<file path="src/rtl/grid_game_engine.sv">
// -----------------------------------------------------------------------------
// grid_game_engine
//
// Two-player N x N "k in a row" game core (tic-tac-toe and bigger variants).
// Holds the board, the cursor, the side to move, a per-turn timer and the
// two win counters. After every placement a small sequential scanner walks
// the four line directions out from the new mark, one neighbour per cycle,
// and decides between WIN, DRAW or handing the move to the other side.
//
// Ports
//   clk        system clock, all state changes on the rising edge
//   rst        asynchronous active-low reset
//   btn_next   pulse: advance the cursor (PLAY only)
//   btn_sel    pulse: place the current player's mark at the cursor
//   new_game   pulse: clear the board, keep the scores
//   tick_1s    pulse: one-second tick for the turn timer
//   rd_addr    renderer cell index (row*N+col)
//   rd_data    registered cell contents at rd_addr: 00 empty, 01 X, 10 O
//   cursor     current cursor cell index
//   player     side to move: 0 = X, 1 = O
//   state      00 PLAY, 01 CHECK, 10 WIN, 11 DRAW
//   winner     01 X, 10 O, 00 none
//   illegal    one-cycle pulse: btn_sel on an occupied cell
//   timeout    one-cycle pulse: the turn expired
//   score_x/o  saturating win counters
// -----------------------------------------------------------------------------
module grid_game_engine #(
   parameter int  N         = 3,
   parameter int  WIN_LEN   = 3,
   parameter int  TURN_SECS = 10,
   localparam int AW        = $clog2(N*N)
) (
   input  logic          clk,
   input  logic          rst,
   input  logic          btn_next,
   input  logic          btn_sel,
   input  logic          new_game,
   input  logic          tick_1s,
   input  logic [AW-1:0] rd_addr,
   output logic [1:0]    rd_data,
   output logic [AW-1:0] cursor,
   output logic          player,
   output logic [1:0]    state,
   output logic [1:0]    winner,
   output logic          illegal,
   output logic          timeout,
   output logic [7:0]    score_x,
   output logic [7:0]    score_o
);

   localparam int NN = N * N;
   localparam int PW = $clog2(NN + 1);

   localparam logic signed [4:0] N_S  = 5'(N);
   localparam logic [3:0]        WL   = 4'(WIN_LEN);
   localparam logic [7:0]        TS   = 8'(TURN_SECS);
   localparam logic [PW-1:0]     FULL = PW'(NN);
   localparam logic [AW-1:0]     LAST = AW'(NN - 1);

   localparam logic [1:0] S_PLAY  = 2'b00;
   localparam logic [1:0] S_CHECK = 2'b01;
   localparam logic [1:0] S_WIN   = 2'b10;
   localparam logic [1:0] S_DRAW  = 2'b11;

   logic [1:0]        cells [NN];
   logic [7:0]        timer;
   logic [PW-1:0]     placed;

   // Scanner state: origin of the scan, current probe, direction, which
   // half of the line is being walked and the run length found so far.
   logic signed [4:0] base_r, base_c;
   logic signed [4:0] probe_r, probe_c;
   logic [1:0]        dir;
   logic              back;
   logic [3:0]        run;

   logic [1:0]        mark;
   logic signed [4:0] dr, dc, nr, nc;
   logic signed [4:0] cur_row, cur_col;
   logic              in_bounds, hit, rd_ok;
   logic [AW-1:0]     nb_idx, rd_idx;

   // NOTE: every variable driven here gets a default first, so no path
   // through the block can leave a value held and infer a latch.
   always_comb begin
      mark    = player ? 2'b10 : 2'b01;
      cur_row = 5'(int'(cursor) / N);
      cur_col = 5'(int'(cursor) % N);

      dr = 5'sd0;
      dc = 5'sd1;
      case (dir)
         2'd0:    begin dr = 5'sd0; dc = 5'sd1;  end  // horizontal
         2'd1:    begin dr = 5'sd1; dc = 5'sd0;  end  // vertical
         2'd2:    begin dr = 5'sd1; dc = 5'sd1;  end  // main diagonal
         default: begin dr = 5'sd1; dc = -5'sd1; end  // anti-diagonal
      endcase

      if (back) begin
         nr = probe_r - dr;
         nc = probe_c - dc;
      end else begin
         nr = probe_r + dr;
         nc = probe_c + dc;
      end

      in_bounds = (nr >= 5'sd0) && (nr < N_S) && (nc >= 5'sd0) && (nc < N_S);
      nb_idx    = in_bounds ? AW'(int'(nr) * N + int'(nc)) : '0;
      hit       = in_bounds && (cells[nb_idx] == mark);

      // Out-of-range renderer addresses read as empty without indexing
      // past the end of the board.
      rd_ok  = int'(rd_addr) < NN;
      rd_idx = rd_ok ? rd_addr : '0;
   end

   // NOTE: sequential state uses non-blocking assignments only, so every
   // register samples the pre-edge values regardless of statement order.
   always_ff @(posedge clk or negedge rst) begin
      if (!rst) begin
         // NOTE: the board is cleared on reset because the renderer and the
         // draw detection both rely on every cell starting empty.
         for (int i = 0; i < NN; i++) cells[i] <= 2'b00;
         rd_data <= 2'b00;
         cursor  <= '0;
         player  <= 1'b0;
         state   <= S_PLAY;
         winner  <= 2'b00;
         illegal <= 1'b0;
         timeout <= 1'b0;
         score_x <= 8'd0;
         score_o <= 8'd0;
         timer   <= 8'd0;
         placed  <= '0;
         base_r  <= 5'sd0;
         base_c  <= 5'sd0;
         probe_r <= 5'sd0;
         probe_c <= 5'sd0;
         dir     <= 2'd0;
         back    <= 1'b0;
         run     <= 4'd1;
      end else begin
         illegal <= 1'b0;
         timeout <= 1'b0;
         rd_data <= rd_ok ? cells[rd_idx] : 2'b00;

         if (new_game) begin
            for (int i = 0; i < NN; i++) cells[i] <= 2'b00;
            cursor <= '0;
            timer  <= 8'd0;
            winner <= 2'b00;
            player <= 1'b0;
            placed <= '0;
            state  <= S_PLAY;
         end else begin
            case (state)
               S_PLAY: begin
                  if (btn_sel && cells[cursor] == 2'b00) begin
                     // A valid placement also wins over a coincident timer
                     // expiry: the timer simply restarts.
                     cells[cursor] <= mark;
                     placed        <= placed + 1'b1;
                     timer         <= 8'd0;
                     base_r        <= cur_row;
                     base_c        <= cur_col;
                     probe_r       <= cur_row;
                     probe_c       <= cur_col;
                     dir           <= 2'd0;
                     back          <= 1'b0;
                     run           <= 4'd1;
                     state         <= S_CHECK;
                  end else begin
                     if (btn_sel) begin
                        illegal <= 1'b1;
                     end else if (btn_next) begin
                        cursor <= (cursor == LAST) ? '0 : cursor + 1'b1;
                     end
                     if (TURN_SECS > 0 && tick_1s) begin
                        if (timer + 8'd1 == TS) begin
                           timeout <= 1'b1;
                           player  <= ~player;
                           timer   <= 8'd0;
                        end else begin
                           timer <= timer + 8'd1;
                        end
                     end
                  end
               end

               S_CHECK: begin
                  if (hit) begin
                     if (run + 4'd1 >= WL) begin
                        state  <= S_WIN;
                        winner <= mark;
                        if (!player) begin
                           if (score_x != 8'hFF) score_x <= score_x + 8'd1;
                        end else begin
                           if (score_o != 8'hFF) score_o <= score_o + 8'd1;
                        end
                     end else begin
                        run     <= run + 4'd1;
                        probe_r <= nr;
                        probe_c <= nc;
                     end
                  end else if (!back) begin
                     // Forward half ended: walk the opposite way from the origin.
                     back    <= 1'b1;
                     probe_r <= base_r;
                     probe_c <= base_c;
                  end else if (dir == 2'd3) begin
                     if (placed == FULL) begin
                        state <= S_DRAW;
                     end else begin
                        state  <= S_PLAY;
                        player <= ~player;
                     end
                  end else begin
                     dir     <= dir + 2'd1;
                     back    <= 1'b0;
                     run     <= 4'd1;
                     probe_r <= base_r;
                     probe_c <= base_c;
                  end
               end

               default: ;  // WIN and DRAW hold until new_game
            endcase
         end
      end
   end

endmodule

</file>
<file path="config.mk">
export PLATFORM = sky130hd
export DESIGN_NAME = grid_game_engine
export DESIGN_NICKNAME = d
export VERILOG_FILES = /design/src/rtl/grid_game_engine.sv
export SDC_FILE = /design/constraint.sdc
export NUM_CORES = 1
export LEC_CHECK = 0
export BUFFER_PORTS_ARGS = -buffer_cell sky130_fd_sc_hd__buf_2
export CORE_MARGIN = 4
export CORE_UTILIZATION = 66
export DETAILED_ROUTE_END_ITERATION = 6
export PLACE_DENSITY = 0.86
export SYNTH_ARGS = -nofsm -noshare
export SYNTH_HDL_FRONTEND = slang
export SYNTH_SLANG_ARGS = --single-unit
</file>
<file path="constraint.sdc">
create_clock -name clk -period 10.33 [get_ports clk]
set_input_delay 1.5495 -clock clk [delete_from_list [all_inputs] [get_ports clk]]
set_output_delay 1.5495 -clock clk [all_outputs]
set_load 0.005 [all_outputs]
</file>
==> reports/metrics.cfg <==
[yosys]
ys_warn_count=0
syn_inst=589
post_synth_num_cell_types=60
ys_seq_elements=84
netlist.area_leader.share_pct=38.0
synthFlopType=dfrtp_1
synth.area.top_cells=dfrtp_1 (38%), ha_1 (8.0%), nand2_1 (3.9%)
yosys.area.top_type=dfrtp_1
ys_seq_area_share_pct=38.5
synth_fp_nets=638
synth-edff-count=0
postSynthAreaPerCell_um2=9.27
syn_area_um2=5460
async_flop_share_pct=100

[clock_network]
cts_hold_buf=0
cts.sinks=84
htree_levels=3
numCtsBuffers=9
cts_root_buf=clkbuf_8
clock_tree.buffer_depth=2
cts_setup_buffers=0
cts_tree=yes
cts-resized-gates=0
worstSkewPairLatency_ps=370
cts.clk_slew.worst_paths_ps=90

[setup_path]
rr_endpoint=probe_c[1]
r2r_slack_ps=3830
worstPathMaxFanout=19
cp.arrival_ps=6750
cp.required_ps=10580
r2r_cells=20
critPathKind=reg2reg
endpoint_kind=register
startpoint_type=register
r2r_start=dir[0]

[floorplanning]
ios=39
start_util_pct=69.2
rows=32
dieHeight_um=99.0
die_width_um=99.0
core-area_um2=7890
dieArea_um2=9790

[timing]
clock.fmax_ghz=0.154
period_needed_ps=6500
post-route-period-util_pct=62.9
relSlewSlack_pct=28.7
rsz0062_at_grt=no
tightest_slew_ps=1070
tns_ps=0
setup_viol=0
slew_violations=0
skew_ps=9.03
final_hold_viol_count=0
timing.hold.ws_ps=492

[placed_design]
placedCellCount=703
placed_cell_area_um2=5680
dp.final_hpwl_mm=9.02
globalplace.congestion=0.848
io_buffer_count=38

[final_layout]
drive_above_1_share_pct=13.6
instances_no_fill=719
antenna_cells_inserted=0
fin_util_pct=74.4
final_nets=661
n_fill_cell=554
syn2layout_area_growth_pct=7.42
finalInstanceArea_um2=5870

[worst_hold_path]
worstHoldPathCells=2
hold_end=base_c[3]
hp-start=base_c[3]
hp-class=reg2reg

[route]
via_per_inst=6.36
drt_iter0_drc=386
drc=0
via_count=4570
first_pass_iters=5
wirelength_mm=12.7
drt-wirelength-per-cell_um=17.6
antenna_left=0

[global_routing]
antenna_found_initial=0
grt_start_max_net_pins=85
grt.total_usage_pct=27.1
grt_pass1_vias=4541
gr-total-overflow=0
grt_pass1_wl_mm=21.6

[outcome]
status=completed

[job]
maxCapViolations=0

[power_and_ir_drop]
vdd_drop_max_mv=0.253
leakage_uw=0.00278
power.density_nw_per_um2=279

[registers in the layout, indices dropped and copies added (netlist names), 3 cells and up]
name / flops
probe_r: 5
base_c: 5
score_o: 8
timer: 8
score_x: 8
probe_c: 5
base_r: 3
cells: 18
run: 4
cursor: 4
placed: 4
[area by class of cell]
| cell class | instances | area, um^2 | area share (%) |
|---|---|---|---|
| Clock buffer | 11 | 151 | 2.58 |
| Timing Repair Buffer | 39 | 200 | 3.41 |
| Tap cell | 102 | 128 | 2.18 |
| Sequential cell | 84 | 2100 | 35.8 |
| Clock inverter | 5 | 36.3 | 0.618 |
| Inverter | 35 | 131 | 2.24 |
| Multi-Input combinational cell | 443 | 3120 | 53.1 |
[worst max path at each step]
| stage | startpoint | end | slack (ps) | cells after the start |
|---|---|---|---|---|
| 4_1_cts | dir[0] | probe_c[1] | 3860 | 20 |
| 2_1_floorplan | dir[0] | probe_c[0] | 4750 | 21 |
| 6_report | dir[0] | probe_c[1] | 3830 | 20 |
| 3_5_place_dp | dir[0] | probe_c[1] | 3920 | 20 |
| 3_3_place_gp | dir[0] | probe_c[3] | 4180 | 20 |
| 5_1_grt | dir[0] | probe_c[1] | 3490 | 20 |
[layer usage]
| metal | routed length (um) | part of all wire (%) | vias to the layer above | track usage, % |
|---|---|---|---|---|
| li1 | - | - | 2123 | - |
| met1 | 5360 | 42 | 2238 | 35.1 |
| met2 | 6170 | 49 | 168 | 45.0 |
| met3 | 790 | 6.2 | 41 | 5.80 |
| met4 | 340 | 2.7 | 0 | 9.56 |
| met5 | 0 | 0 | - | 0 |
[stage by stage]
step,setup slack (ps),power (uW)
after detailed placement,3920,1400
after global placement,4180,1340
after floorplan,4750,1210
after global routing,3490,1760
after CTS,3860,1630
final,3830,1640
[cells in the final DEF (no fill, tap or decap), types with 13 or more instances in the layout]
| cell type | Yosys | layout |
|---|---|---|
| a21oi_1 | 42 | 42 |
| buf_2 | 1 | 37 |
| dfrtp_1 | 83 | 83 |
| ha_1 | 35 | 35 |
| inv_1 | 35 | 35 |
| mux2i_1 | 21 | 21 |
| nand2_1 | 57 | 57 |
| nand3_1 | 23 | 23 |
| nor2_1 | 55 | 55 |
| nor3_1 | 13 | 13 |
| o21ai_0 | 40 | 40 |
| xnor2_1 | 19 | 19 |
[power breakdown]
part           total (uW)  switching [uW]  internal (uW)
Sequential            374            27.6            347
Clock                 226             126            100
Combinational        1040             546            491
[cell families after synthesis]
kind of cell	share of synthesized area [%]
AO/OA/AOI/OAI	14.8
XOR/XNOR	5.18
AND/OR/NAND/NOR	18.7
flip-flops	38.5
adder cells (fa/ha/maj)	9.48
buffers and inverters	4.42
multiplexers	8.87
[cell usage after synthesis (12+ instances only)]
cell      instances
and3_1           12
ha_1             35
nor3_1           13
xnor2_1          19
dfrtp_1          83
clkbuf_1         24
nand2_1          57
mux2i_1          21
o21ai_0          40
a21oi_1          42
inv_1            35
nand3_1          23
nor2_1           55
[critical path: stages (launching register included)]
cell and delay [ps]:
dfrtp_1 420, inv_1 80, ha_1 220, or2_2 350, fa_1 480, xor2_2 280, inv_1 70, ha_1 300
fa_1 480, fa_1 460, xnor2_1 190, xnor3_1 370, xnor2_2 240, nand3_1 130, and3_1 200, a221o_1 310
and3_1 240, nor2_4 410, and2_1 200, o31a_1 580, mux2_4 360
Power figures use the tool's default switching activity.
